[config.mk]
export PLATFORM = sky130hd
export DESIGN_NAME = ec_harness_ctrl
export DESIGN_NICKNAME = d
export VERILOG_FILES = /design/src/rtl/ec_harness_pkg.sv /design/src/rtl/ec_harness_sync.sv /design/src/rtl/ec_harness_ctrl.sv
export SDC_FILE = /design/constraint.sdc
export NUM_CORES = 2
export LEC_CHECK = 0
export BUFFER_PORTS_ARGS = -buffer_cell sky130_fd_sc_hd__buf_2
export CAP_MARGIN = 20
export CORE_MARGIN = 1.5
export CORE_UTILIZATION = 38
export DETAILED_ROUTE_END_ITERATION = 12
export SLEW_MARGIN = 5
export SYNTH_ARGS = -nofsm -noshare
export SYNTH_HDL_FRONTEND = slang
export SYNTH_SLANG_ARGS = --single-unit
[constraint.sdc]
create_clock -name clk -period 2.7 [get_ports clk]
set_clock_uncertainty 0.1 [all_clocks]
set_input_delay 0.81 -clock clk [delete_from_list [all_inputs] [get_ports clk]]
set_output_delay 0.81 -clock clk [all_outputs]
set_load 0.01 [all_outputs]
[src/rtl/ec_harness_pkg.sv]
// Shared definitions for the serial test harness controller: FSM encoding,
// frame-bit levels and a small sizing helper.
package ec_harness_pkg;

  typedef enum logic [2:0] {
    ST_IDLE      = 3'd0,
    ST_SHIFT_IN  = 3'd1,
    ST_LOAD      = 3'd2,
    ST_START     = 3'd3,
    ST_WAIT      = 3'd4,
    ST_SHIFT_OUT = 3'd5
  } state_t;

  localparam logic START_BIT = 1'b0;
  localparam logic STOP_BIT  = 1'b1;

  function automatic int max_int(input int a, input int b);
    return (a > b) ? a : b;
  endfunction

endpackage

[src/rtl/ec_harness_sync.sv]
// Two-flop synchronizer for the serial input pin; resets to the idle-high level.
module ec_harness_sync (
  input  logic clk,
  input  logic rst_n,
  input  logic d,
  output logic q
);

  logic [1:0] sync_ff;

  always_ff @(posedge clk or negedge rst_n) begin
    if (!rst_n) begin
      sync_ff <= 2'b11;
    end else begin
      sync_ff <= {sync_ff[0], d};
    end
  end

  assign q = sync_ff[1];

endmodule

[src/rtl/ec_harness_ctrl.sv]
// Serial-frame test harness: receives an input word on test_i, runs the core
// once with a timeout, and returns status plus result on test_o.
module ec_harness_ctrl
  import ec_harness_pkg::*;
#(
  parameter int IN_W    = 166,
  parameter int OUT_W   = 327,
  parameter int TMO_CYC = 1000000
) (
  input  logic             clk,
  input  logic             rst_n,
  input  logic             test_i,
  output logic             test_o,
  output logic [IN_W-1:0]  core_din,
  output logic             core_start,
  output logic             core_clr,
  input  logic             core_done,
  input  logic [OUT_W-1:0] core_dout
);

  // One bit counter serves both the receive and the transmit shifters.
  localparam int CNT_W = $clog2(max_int(IN_W, OUT_W + 3) + 1);
  localparam int TMO_W = $clog2(TMO_CYC + 1);

  logic             sync_bit;
  state_t           state;
  logic [IN_W-1:0]  in_sr;
  logic [OUT_W-1:0] out_sr;
  logic [CNT_W-1:0] bit_cnt;
  logic [TMO_W-1:0] tmo_cnt;
  logic             status;

  ec_harness_sync u_sync (
    .clk   (clk),
    .rst_n (rst_n),
    .d     (test_i),
    .q     (sync_bit)
  );

  always_ff @(posedge clk or negedge rst_n) begin
    if (!rst_n) begin
      state      <= ST_IDLE;
      test_o     <= STOP_BIT;
      core_start <= 1'b0;
      core_clr   <= 1'b0;
      core_din   <= '0;
      in_sr      <= '0;
      out_sr     <= '0;
      bit_cnt    <= '0;
      tmo_cnt    <= '0;
      status     <= 1'b0;
    end else begin
      core_start <= 1'b0;
      core_clr   <= 1'b0;
      case (state)
        ST_IDLE: begin
          test_o <= STOP_BIT;
          if (sync_bit == START_BIT) begin
            state   <= ST_SHIFT_IN;
            bit_cnt <= '0;
          end
        end
        ST_SHIFT_IN: begin
          in_sr <= {in_sr[IN_W-2:0], sync_bit};
          if (bit_cnt == CNT_W'(IN_W - 1)) begin
            state   <= ST_LOAD;
            bit_cnt <= '0;
          end else begin
            bit_cnt <= bit_cnt + 1'b1;
          end
        end
        ST_LOAD: begin
          core_din   <= in_sr;
          core_start <= 1'b1;
          state      <= ST_START;
        end
        ST_START: begin
          tmo_cnt <= '0;
          state   <= ST_WAIT;
        end
        ST_WAIT: begin
          // Done is checked first so it wins over a coincident timeout.
          if (core_done) begin
            out_sr  <= core_dout;
            status  <= 1'b1;
            test_o  <= START_BIT;
            bit_cnt <= '0;
            state   <= ST_SHIFT_OUT;
          end else if (tmo_cnt == TMO_W'(TMO_CYC - 1)) begin
            core_clr <= 1'b1;
            out_sr   <= '0;
            status   <= 1'b0;
            test_o   <= START_BIT;
            bit_cnt  <= '0;
            state    <= ST_SHIFT_OUT;
          end else begin
            tmo_cnt <= tmo_cnt + 1'b1;
          end
        end
        ST_SHIFT_OUT: begin
          // test_o already shows bit bit_cnt; load the next one.
          if (bit_cnt == '0) begin
            test_o <= status;
          end else if (bit_cnt <= CNT_W'(OUT_W)) begin
            test_o <= out_sr[OUT_W-1];
            out_sr <= {out_sr[OUT_W-2:0], 1'b0};
          end else begin
            test_o <= STOP_BIT;
          end
          if (bit_cnt == CNT_W'(OUT_W + 2)) begin
            state   <= ST_IDLE;
            bit_cnt <= '0;
          end else begin
            bit_cnt <= bit_cnt + 1'b1;
          end
        end
        default: begin
          state  <= ST_IDLE;
          test_o <= STOP_BIT;
        end
      endcase
    end
  end

endmodule

==> results_dict.tcl <==
set metrics [dict create \
    clockBufferDepth 3 \
    syn-num-nets 3153 \
    swShare 0.2278 \
    synth_enable_flop_cells 0 \
    wl_um 83660 \
    synth_common_cells "dfrtp_1 (694), a21oi_1 (572), and3_1 (333)" \
    synth_top_flop_cell "dfrtp_1" \
    powerDensity_nw_per_um2 605.6 \
    setup_viol 0 \
    stdcell_count 4316 \
    reg2reg_slack_ps 140 \
    grt_busiest_layer "met2" \
    fin_nets 3516 \
    io_pins 500 \
    avgViaCountPerCell 5.520 \
    antenna_found_initial 20 \
    hold_viol_final 0 \
    drtPass1Iterations 5 \
    r2r-end "out_sr[275]$_DFFE_PN0P_" \
    clock_sinks 697 \
    fillers 7644 \
    finalCriticalPeriod_ps 2557 \
    drv_slew 0 \
    core_area_um2 81850 \
    grt_max_degree 167 \
    critPathKind "reg2reg" \
    yosys.cell_count.top_type "dfrtp_1" \
    multi_input_area_um2 12580 \
    clockRootBuffer "clkbuf_16" \
    worst_ep_required_time_ps 3080 \
    peakVddDrop_v 0.0005107 \
    clk_pin_slew_ps 60 \
    setup_tns_ps 0 \
    end_kind "register" \
    vias 23830 \
    intPower_w 0.01765 \
    rows 105 \
    synth_area_leaders "dfrtp_1 (55%), mux2_2 (12%), a21oi_1 (9.1%), and3_1 (6.6%), a31oi_1 (6.6%)" \
    sequentialPowerShare 0.460 \
    drc 0 \
    drt-initial-drc-count 1961 \
    p_comb_frac 0.043 \
    die_area_um2 84220 \
    fmax_mhz 391.0 \
    power.switching_w 0.005207 \
    use_met1 0.2660 \
    dp_slack_ps 95.22 \
    worst_slew_pin_slew_ps 786.4 \
    met2_usage 0.2910 \
    synth_seq_area_share 0.5565 \
    drive_gt1_frac 0.3560 \
    maxCapViolations 0 \
    slew_headroom 0.4757 \
    dpl.hpwl_um 52140 \
    yosysUniqueCellTypes 56 \
    initial_core_util 0.3830 \
    p_leak_nw 19.08 \
    clockPowerShare 0.497 \
    cts_tree "yes" \
    syn_to_final_growth_pct 20.42 \
    htreeDepth 3 \
    grt.total_usage 0.1911 \
    status "finished, final reports clean" \
    min_path_type "in2reg" \
    synth_area_leader_cell "dfrtp_1" \
    io_buffers 499 \
    die_w_um 290.2 \
    min_to "u_sync.sync_ff[0]$_DFF_PN1_" \
    synth-async-reset-ratio 1.000 \
    hold_depth 1 \
    routedWlPerCell_um 19.38 \
    synth_area_per_cell_um2 11.12 \
    use_met3 0.05606 \
    rsz0062_at_grt "yes" \
    synth_area_um2 31350 \
    rr_startpoint "tmo_cnt[12]$_DFFE_PN0P_" \
    ys_seq_elements 697 \
    die_h_um 290.2 \
    synth_warnings 0 \
    cts_buffers 78 \
    grt_pass1_vias 23530 \
    cp-start-kind "register" \
    synthCells 2818 \
    clk_latency_ps 640 \
    dp_cells 4170 \
    rr_worst_depth 6 \
    grt_first_pass_wirelength_um 132400 \
    worstPathArrival_ps 2940 \
    gp_congestion 0.7838 \
    grt_overflow 0 \
    synth_top_area_frac 0.5540 \
    seqCellArea_um2 17450 \
    ant_nets 0 \
    postLayoutSetupSlackWorst_ps 142.6 \
    hp-start "test_i" \
    worstPathMaxFanout 64 \
    layout_worst_path_cycle_share 0.9472 \
]
## what timing repair did
item	4_1_cts	5_1_grt
hold endpoints to repair	4	0
gates resized for setup	0	1
setup endpoints to repair	0	63
setup buffers	0	0
hold buffers	1	0
## sequential cells by signal, indices dropped and copies added, names as in the netlist
signal,count
out_sr,327
core_din,166
in_sr,166
tmo_cnt,20
bit_cnt,9
state,3
u_sync.sync_ff,2
core_clr,1
core_start,1
status,1
test_o,1
## logic make-up (layout without fill, tap and decap cells)
| group | count (synthesis) | count (layout) | share of synthesized area |
|---|---|---|---|
| AO/OA/AOI/OAI | 1029 | 1029 | 0.1907 |
| flip-flops | 697 | 697 | 0.5565 |
| AND/OR/NAND/NOR | 435 | 435 | 0.08438 |
| multiplexers | 334 | 334 | 0.1199 |
| buffers and inverters | 308 | 732 | 0.04379 |
| XOR/XNOR | 11 | 11 | 0.003074 |
| adder cells (fa/ha/maj) | 4 | 4 | 0.001597 |
| other | 0 | 4 | 0 |
## power by group through the flow
stage | clock (W) | sequential [W] | combinational [W]
floorplan | 0 | 0.0107 | 0.000369
CTS | 0.0117 | 0.0105 | 0.00100
global route | 0.0120 | 0.0105 | 0.00110
global placement | 0 | 0.0107 | 0.00100
detailed placement | 0 | 0.0107 | 0.000993
finish | 0.0114 | 0.0105 | 0.000977
## routing by layer
metal,wire length (um),up-vias
met5,219,-
met2,38460,678
li1,-,11220
met3,6516,132
met1,36860,11760
met4,1596,32
## final cells by class
class	count	area share
Sequential cell	697	0.4621
Multi-Input combinational cell	1813	0.3332
Timing Repair Buffer	584	0.09360
Clock buffer	102	0.05754
Tap cell	1070	0.03547
Clock inverter	39	0.01704
Inverter	7	0.0006961
Antenna cell	4	0.0002652
## how the worst max path moves through the flow
stage                               to  slack, ps                    start
2_1_floorplan  tmo_cnt[18]$_DFFE_PN0P_        230                core_done
3_3_place_gp   out_sr[275]$_DFFE_PN0P_        130  tmo_cnt[10]$_DFFE_PN0P_
3_5_place_dp   out_sr[275]$_DFFE_PN0P_        100  tmo_cnt[12]$_DFFE_PN0P_
4_1_cts        out_sr[176]$_DFFE_PN0P_         80  tmo_cnt[12]$_DFFE_PN0P_
5_1_grt        out_sr[275]$_DFFE_PN0P_        -30  tmo_cnt[10]$_DFFE_PN0P_
6_report       out_sr[275]$_DFFE_PN0P_        140  tmo_cnt[12]$_DFFE_PN0P_
## critical path: stages (launching register included)
cell	delay (ps)
dfrtp_1	400
nor4b_1	320
nand4_1	220
o21ai_4	230
and3_4	530
buf_12	410
a21oi_1	120
## layout by cell type (no fill, tap or decap), types with 9 or more instances in the layout
cell type / count
and3_1: 332
o21ai_0: 11
clkbuf_16: 78
xor2_1: 9
bufinv_16: 10
buf_4: 53
buf_2: 497
clkinv_2: 15
clkbuf_8: 13
dfrtp_1: 694
a21oi_2: 92
nor2_1: 22
mux2_2: 332
buf_12: 30
clkbuf_1: 11
a21oi_1: 572
a31oi_1: 332
nand2_1: 21
nand3_1: 14
nand4_1: 9
## through the flow
stage	util	power [W]	instance area [um2]	hold slack (ps)
final	0.4612	0.02286	37750	176.7
after global routing	0.4612	0.02366	37750	148.7
after CTS	0.4610	0.02319	37730	131.7
after detailed placement	0.4265	0.01170	34910	255.0
after global placement	0.4265	0.01171	34910	255.1
after floorplan	-	0.01106	31350	245.2
Power figures use the tool's default switching activity.
